### src/rtl/execute_cc_stage_if.sv
// Execute-to-memory bus for execute_cc_stage: execute-side inputs and the E->M register outputs.
interface execute_cc_stage_if #(parameter int W = 64);
    logic         e_valid;
    logic [3:0]   e_icode;
    logic [3:0]   e_ifun;
    logic [W-1:0] alu_out;
    logic [2:0]   alu_cc;
    logic [W-1:0] e_valA;
    logic [3:0]   e_dstE;
    logic [3:0]   e_dstM;

    logic         M_valid;
    logic [3:0]   M_icode;
    logic         M_cnd;
    logic [W-1:0] M_valE;
    logic [W-1:0] M_valA;
    logic [3:0]   M_dstE;
    logic [3:0]   M_dstM;

    modport master (
        output e_valid, e_icode, e_ifun, alu_out, alu_cc, e_valA, e_dstE, e_dstM,
        input  M_valid, M_icode, M_cnd, M_valE, M_valA, M_dstE, M_dstM
    );

    modport slave (
        input  e_valid, e_icode, e_ifun, alu_out, alu_cc, e_valA, e_dstE, e_dstM,
        output M_valid, M_icode, M_cnd, M_valE, M_valA, M_dstE, M_dstM
    );
endinterface

### src/rtl/execute_cc_stage.sv
// Y86-64 execute back end: CC register, jump/cmov condition evaluation and E->M pipeline register.
// Optional CC update counter is built when CC_UPD_CNT_EN is defined; otherwise cc_upd_cnt reads 0.
module execute_cc_stage #(
    parameter int W = 64
) (
    input  logic        clk,
    input  logic        rst_n,
    execute_cc_stage_if.slave eb,
    input  logic        set_cc_block,
    input  logic        m_stall,
    input  logic        m_bubble,
    output logic [2:0]  cc,
    output logic        e_cnd,
    output logic [31:0] cc_upd_cnt
);

    localparam logic [3:0] ICODE_NOP  = 4'h1;
    localparam logic [3:0] ICODE_CMOV = 4'h2;
    localparam logic [3:0] ICODE_OPQ  = 4'h6;
    localparam logic [3:0] ICODE_JXX  = 4'h7;
    localparam logic [3:0] REG_NONE   = 4'hF;

    logic cc_upd;
    logic zf, sf, of;
    logic cond;

    // A stalled M stage means the OPq will re-execute, so it must not commit flags yet.
    assign cc_upd = eb.e_valid && (eb.e_icode == ICODE_OPQ) && !set_cc_block && !m_stall;
    assign {zf, sf, of} = cc;

    always_ff @(posedge clk or negedge rst_n) begin
        if (!rst_n) begin
            cc <= 3'b100;
        end else if (cc_upd) begin
            cc <= eb.alu_cc;
        end
    end

    always_comb begin
        cond = 1'b0;
        case (eb.e_ifun)
            4'h0:    cond = 1'b1;
            4'h1:    cond = (sf ^ of) | zf;
            4'h2:    cond = sf ^ of;
            4'h3:    cond = zf;
            4'h4:    cond = !zf;
            4'h5:    cond = !(sf ^ of);
            4'h6:    cond = !(sf ^ of) && !zf;
            default: cond = 1'b0;
        endcase
        e_cnd = cond && eb.e_valid && (eb.e_icode == ICODE_CMOV || eb.e_icode == ICODE_JXX);
    end

    // Bubble beats stall so a squashed instruction never lingers in M.
    always_ff @(posedge clk or negedge rst_n) begin
        if (!rst_n) begin
            eb.M_valid <= 1'b0;
            eb.M_icode <= ICODE_NOP;
            eb.M_cnd   <= 1'b0;
            eb.M_valE  <= {W{1'b0}};
            eb.M_valA  <= {W{1'b0}};
            eb.M_dstE  <= REG_NONE;
            eb.M_dstM  <= REG_NONE;
        end else if (m_bubble) begin
            eb.M_valid <= 1'b0;
            eb.M_icode <= ICODE_NOP;
            eb.M_cnd   <= 1'b0;
            eb.M_valE  <= {W{1'b0}};
            eb.M_valA  <= {W{1'b0}};
            eb.M_dstE  <= REG_NONE;
            eb.M_dstM  <= REG_NONE;
        end else if (!m_stall) begin
            eb.M_valid <= eb.e_valid;
            eb.M_icode <= eb.e_icode;
            eb.M_cnd   <= e_cnd;
            eb.M_valE  <= eb.alu_out;
            eb.M_valA  <= eb.e_valA;
            eb.M_dstE  <= (eb.e_icode == ICODE_CMOV && !e_cnd) ? REG_NONE : eb.e_dstE;
            eb.M_dstM  <= eb.e_dstM;
        end
    end

`ifdef CC_UPD_CNT_EN
    // Saturating count of committed flag updates.
    always_ff @(posedge clk or negedge rst_n) begin
        if (!rst_n) begin
            cc_upd_cnt <= 32'h0;
        end else if (cc_upd && cc_upd_cnt != 32'hFFFF_FFFF) begin
            cc_upd_cnt <= cc_upd_cnt + 32'h1;
        end
    end
`else
    assign cc_upd_cnt = 32'h0;
`endif

endmodule

### src/flat_wrapper.sv
// flat-port wrapper written by rule: the top's interface ports become plain ports
module execute_cc_stage_flat 
#(
    parameter int W = 64
)
  (clk, rst_n, set_cc_block, m_stall, m_bubble, cc, e_cnd, cc_upd_cnt, eb_e_valid, eb_e_icode, eb_e_ifun, eb_alu_out, eb_alu_cc, eb_e_valA, eb_e_dstE, eb_e_dstM, eb_M_valid, eb_M_icode, eb_M_cnd, eb_M_valE, eb_M_valA, eb_M_dstE, eb_M_dstM);
  execute_cc_stage_if #(.W(W)) eb_i ();
  input  logic clk;
  input  logic rst_n;
  input  logic set_cc_block;
  input  logic m_stall;
  input  logic m_bubble;
  output logic [2:0] cc;
  output logic e_cnd;
  output logic [31:0] cc_upd_cnt;
  input wire logic [$bits(eb_i.e_valid)-1:0] eb_e_valid;
  input wire logic [$bits(eb_i.e_icode)-1:0] eb_e_icode;
  input wire logic [$bits(eb_i.e_ifun)-1:0] eb_e_ifun;
  input wire logic [$bits(eb_i.alu_out)-1:0] eb_alu_out;
  input wire logic [$bits(eb_i.alu_cc)-1:0] eb_alu_cc;
  input wire logic [$bits(eb_i.e_valA)-1:0] eb_e_valA;
  input wire logic [$bits(eb_i.e_dstE)-1:0] eb_e_dstE;
  input wire logic [$bits(eb_i.e_dstM)-1:0] eb_e_dstM;
  output wire logic [$bits(eb_i.M_valid)-1:0] eb_M_valid;
  output wire logic [$bits(eb_i.M_icode)-1:0] eb_M_icode;
  output wire logic [$bits(eb_i.M_cnd)-1:0] eb_M_cnd;
  output wire logic [$bits(eb_i.M_valE)-1:0] eb_M_valE;
  output wire logic [$bits(eb_i.M_valA)-1:0] eb_M_valA;
  output wire logic [$bits(eb_i.M_dstE)-1:0] eb_M_dstE;
  output wire logic [$bits(eb_i.M_dstM)-1:0] eb_M_dstM;
  assign eb_i.e_valid = eb_e_valid;
  assign eb_i.e_icode = eb_e_icode;
  assign eb_i.e_ifun = eb_e_ifun;
  assign eb_i.alu_out = eb_alu_out;
  assign eb_i.alu_cc = eb_alu_cc;
  assign eb_i.e_valA = eb_e_valA;
  assign eb_i.e_dstE = eb_e_dstE;
  assign eb_i.e_dstM = eb_e_dstM;
  assign eb_M_valid = eb_i.M_valid;
  assign eb_M_icode = eb_i.M_icode;
  assign eb_M_cnd = eb_i.M_cnd;
  assign eb_M_valE = eb_i.M_valE;
  assign eb_M_valA = eb_i.M_valA;
  assign eb_M_dstE = eb_i.M_dstE;
  assign eb_M_dstM = eb_i.M_dstM;
  execute_cc_stage #(.W(W)) u_core (.clk(clk), .rst_n(rst_n), .eb(eb_i), .set_cc_block(set_cc_block), .m_stall(m_stall), .m_bubble(m_bubble), .cc(cc), .e_cnd(e_cnd), .cc_upd_cnt(cc_upd_cnt));
endmodule
### config.mk
export PLATFORM = sky130hd
export DESIGN_NAME = execute_cc_stage_flat
export DESIGN_NICKNAME = d
export VERILOG_FILES = /design/src/rtl/execute_cc_stage_if.sv /design/src/rtl/execute_cc_stage.sv /design/src/flat_wrapper.sv
export SDC_FILE = /design/constraint.sdc
export NUM_CORES = 1
export LEC_CHECK = 0
export ABC_AREA = 1
export CAP_MARGIN = 20
export CORE_MARGIN = 4
export CORE_UTILIZATION = 43
export DETAILED_ROUTE_END_ITERATION = 10
export PLACE_DENSITY = 0.93
export SETUP_SLACK_MARGIN = 0.3
export SYNTH_ARGS = -nofsm -noshare
export SYNTH_HDL_FRONTEND = slang
export SYNTH_SLANG_ARGS = --single-unit
### constraint.sdc
create_clock -name clk -period 1.91 [get_ports clk]
set_input_delay 0.2865 -clock clk [delete_from_list [all_inputs] [get_ports clk]]
set_output_delay 0.2865 -clock clk [all_outputs]
set_load 0.05 [all_outputs]
# --- After elaboration in Yosys (flattened, before gate mapping) ---
# Index checks and enable logic that the tools add are counted.
classes:
  n_eq_ne: 10
  muxes: 16
  n_bitwise: 2
  n_reduce_logical: 14
ops:
  columns: ["cell", "n"]
  rows:
  - ["$mux W64", 4]
  - ["$mux W4", 7]
  - ["$eq A4 B3 Y1 const B", 5]
  - ["$eq A4 B2 Y1 const B", 3]
  - ["$logic_and A1 B1 Y1", 7]
  - ["$pmux W1 S7", 1]
  - ["$logic_not A1 Y1", 5]
  - ["$eq A4 B1 Y1 const B", 1]
  - ["$logic_not A4 Y1", 1]
  - ["$mux W1", 4]
  - ["$ne A2 B1 Y1 const B", 1]
  - ["$logic_or A1 B1 Y1", 1]
  - ["$or A1 B1 Y1", 1]
  - ["$xor A1 B1 Y1", 1]
totals:
  ff_bits: 145
  input_bits: 153
  wordCells: 50

# --- Logic depth before layout (Yosys ltp) ---
logic_depth:
  word_depth: 11
  mapped_depth: 9
  depth_no_buf: 9

# --- Worst setup path before layout ---
# No wires, ideal clock.
synth_timing:
  path_kind: "flip-flop to output port"
  start: "reg u_core.cc[0]"
  end: "out e_cnd"
  t_arrival_ns: 1.416
  required_time_ns: 1.623
  slack_ns: 0.207
  stages_incl_launch_ff: 9
  path_cell_list: "dfrtp_1 > inv_1 > nand2_1 > nand2_1 > nand2_1 > nand2_1 > nand2_1 > nand3_1 > inv_1"
synth_between:
  elab_chain_len: 6
  elab_cells_between_ends: 7
  classes_between: "mux: 1; bitwise: 2; reduce/logical: 4"
synth_lines:
  columns: ["element", "line_no", "source"]
  rows:
  - ["start, declared", "execute_cc_stage.sv:12", "output logic [2:0] cc,"]
  - ["start signal, assigned", "execute_cc_stage.sv:35", "cc <= eb.alu_cc;"]
  - ["$xor A1 B1 Y1 (*)", null, null]
  - ["$logic_not A1 Y1", "execute_cc_stage.sv:47, execute_cc_stage.sv:48", null]
  - ["$logic_and A1 B1 Y1", "execute_cc_stage.sv:48", "4'h6: cond = !(sf ^ of) && !zf;"]
  - ["$pmux W1 S7 (*)", "execute_cc_stage.sv:41", "case (eb.e_ifun)"]
  - ["$logic_and A1 B1 Y1 (*) (2 in a row)", "execute_cc_stage.sv:51", "e_cnd = cond && eb.e_valid && (eb.e_icode == ICODE_CMOV || eb.e_icode == ICODE_JXX);"]
  - ["end, declared", "flat_wrapper.sv:14", "output logic e_cnd;"]
# Mark *: on every way between the ends. The rest lies on a longest branch, timed or not.

# --- Final worst setup path ---
layout_timing:
  start: "reg u_core.cc[2]"
  end: "out e_cnd"
layout_between:
  elab_chain_len: 5
  elab_cells_between_ends: 6
  classes_between: "mux: 1; bitwise: 1; reduce/logical: 4"
layout_lines:
  columns: ["element", "line_no"]
  rows:
  - ["$logic_not A1 Y1", "execute_cc_stage.sv:46, execute_cc_stage.sv:48"]
  - ["$logic_and A1 B1 Y1", "execute_cc_stage.sv:48"]
  - ["$pmux W1 S7 (*)", "execute_cc_stage.sv:41"]
  - ["$logic_and A1 B1 Y1 (*) (2 in a row)", "execute_cc_stage.sv:51"]
# Marks and branches as above.

==> metrics <==
outcome=complete, but fails checks; failing checks=setup timing; largest net degree at the start of global routing=67; die width=128 um; crit path DAT=1.71 ns; Setup crit start kind=flop; final hold violation count=0; Max rail drop VDD=0.000564 V; # DRC=0; port bufs=298; Post-Syn Area=about 6200 sq um; starting density of the core=roughly 44%; #FFs+latches synth=145; Syn-to-layout area delta=53.4%; GR Overflow Total=0; DP Cell Count=1,138; die height=128 um; Worst Path Max Fanout=5; TritonRoute pass-1 iters=5; crit path from=u_core.cc[2]; unique cell type count in the Yosys netlist=19; CP Class=flop to output port; Finished Layout Cells=1,173; Seq/Total Area, Yosys=58.8%; final WL=19,700 um; initial antenna violation count=2; Slew @ Worst Pin=~0.53 ns; Power Dens Cells=898 nW/um^2; Max Root-Sink Buffers=2; Filler cells=1,065; synth warn=0; drt initial violations=approximately 430; Reg2Reg Depth=6; Max-Cap Viols=0; crit path capture type=output port; Ports=331; num rows=43; Clock Skews=0.00378 ns; DR vias/cell=about 5.0; crit path capture=e_cnd; worst reg2reg startpoint=u_core.cc[2]; number of buffers created by CTS=17; RSZ-0062 raised after global routing=yes; most common cell after layout, fill and taps aside=nand2_1; Slew HR=roughly 65%; Max Clk Rate=500 MHz; Hold WS=approximately 0.30 ns; CTS clk-pin slew, worst paths=0.06 ns; clock sink total=145; CP required=1.62 ns; HP Class=primary input to flop; min setup slack post-route=-0.0897 ns; Overall Global Routing Usage=between 20% and 30%; Worst-Skew Late Latency=between 0.4 and 0.5 ns; die area=around 16,000 sq um; Routed Antenna Nets=0; number of global-route vias before repair=~5,900; FF-to-FF setup slack=0.54 ns; min Tclk post-route=2.00 ns; Root Buffer=clkbuf_16; syn_area_per_cell=~9.0 sq um; Slew Limit Fails=0; Synth Instances=just under 700; ratio of cells with drive above 1 in the final layout=roughly 15%; CTS tree=yes; P_leak=0.00498 uW; most frequent cells in the layout=nand2_1, clkdlybuf4s50_1, nand3_1; gpl congestion=0.845; first-pass GRT wire length=between 30,000 and 40,000 um; H-Tree Depth=4; fin nets=roughly 1,100; RR Endpoint=u_core.eb.M_cnd; Period Utilization, post-route=105%; wire length per cell=16.8 um; via count=approximately 5,900; Final Setup Violations=1; Core Box Area=14,000 sq um; Post-DP HPWL=approximately 14,000 um
worst min path at each step:
stage / slack (ns) / end / startpoint / depth (start not counted)
global placement: 0.26 / u_core.cc[0] / rst_n / 1
CTS: 0.27 / u_core.eb.M_icode[1] / m_stall / 3
global route: 0.28 / u_core.eb.M_icode[1] / m_stall / 3
floorplan: -0.009 / u_core.cc[0] / rst_n / 0
detailed placement: 0.27 / u_core.cc[0] / rst_n / 1
finish: 0.30 / u_core.eb.M_valA[36] / m_stall / 3
per-layer routing:
metal | track usage [%] | routed length, um
met3 | 8.58 | 2120
met5 | 0 | 0
met4 | 9.11 | 483
met1 | 26.9 | 7050
met2 | 40.0 | 10000
critical path, cell delays in order, from the launching register on:
cell and delay [ns]:
dfstp_2 0.58, nand2_2 0.08, nand3_2 0.10, nor2_2 0.06, nor2_4 0.15, nand3_4 0.10, clkinvlp_4 0.10, buf_12 0.13
metrics by stage:
step | setup slack (ns) | setup TNS, ns | util [%] | instance area, sq um | power, uW
floorplan | 0.286 | 0 | - | 6320 | 4570
global placement | 0.108 | 0 | 65.4 | 9140 | 5350
detailed placement | 0.0128 | 0 | 65.4 | 9140 | 5380
CTS | -0.0602 | -0.0602 | 69.1 | 9660 | 8590
global route | -0.163 | -0.163 | 67.9 | 9500 | 8880
finish | -0.0897 | -0.0897 | 67.9 | 9500 | 8530
area by class of cell:
| type | count | area, sq um | share of cell area, % |
|---|---|---|---|
| tap | 180 | 225 | 2.37 |
| timing repair buffer | 315 | 2890 | 30.4 |
| clock inverter | 9 | 105 | 1.11 |
| multi-input combinational | 486 | 2090 | 22.0 |
| antenna | 2 | 5.00 | 0.0527 |
| inverter | 14 | 58.8 | 0.619 |
| sequential | 145 | 3640 | 38.3 |
| clock buffer | 22 | 484 | 5.10 |
timing repair:
item,in CTS,in global routing
resized for setup,179,131
endpoints found under the hold margin,35,0
hold buffers,1,0
setup endpoints to repair,128,103
pin swaps,1,1
buffers inserted,1,0
synth_stat cells:
cell | n | area (sq um)
a21oi_1 | 6 | 30.0
nand3_1 | 142 | 711
nor2_4 | 1 | 11.3
dfstp_2 | 10 | 263
buf_2 | 25 | 125
clkbuf_1 | 2 | 7.51
conb_1 | 1 | 3.75
nand4_1 | 1 | 6.26
buf_4 | 36 | 270
o211ai_1 | 1 | 7.51
dfrtp_1 | 135 | 3380
inv_2 | 1 | 3.75
o21ai_0 | 10 | 50.1
nand2_1 | 277 | 1040
inv_1 | 13 | 48.8
nor2_1 | 14 | 52.6
buf_6 | 14 | 158
nand2_2 | 1 | 6.26
nor4_4 | 1 | 21.3
sequential cells by signal (all words and copies together) (netlist names):
name and cells:
u_core.cc 3, u_core.eb.M_icode 4, u_core.eb.M_valE 64, u_core.eb.M_dstM 4, u_core.eb.M_valid 1, u_core.eb.M_dstE 4, u_core.eb.M_valA 64, u_core.eb.M_cnd 1
where the power goes:
group / leakage, uW / total, uW / internal [uW] / switching, uW
clock network: 0.000292 / 3290 / 2050 / 1240
registers: 0.00189 / 3380 / 3270 / 113
logic: 0.00279 / 1860 / 589 / 1280
total: 0.00498 / 8530 / 5910 / 2630
kinds of logic (layout without fill, tap and decap cells):
kind of cell	Yosys count	after routing	share of synthesized area, %
other cells	1	34	0.0605
simple gates	437	437	29.8
buf+inv	91	360	9.90
flops	145	145	58.8
compound gates	17	17	1.41
(Power assumes the default switching activity.)
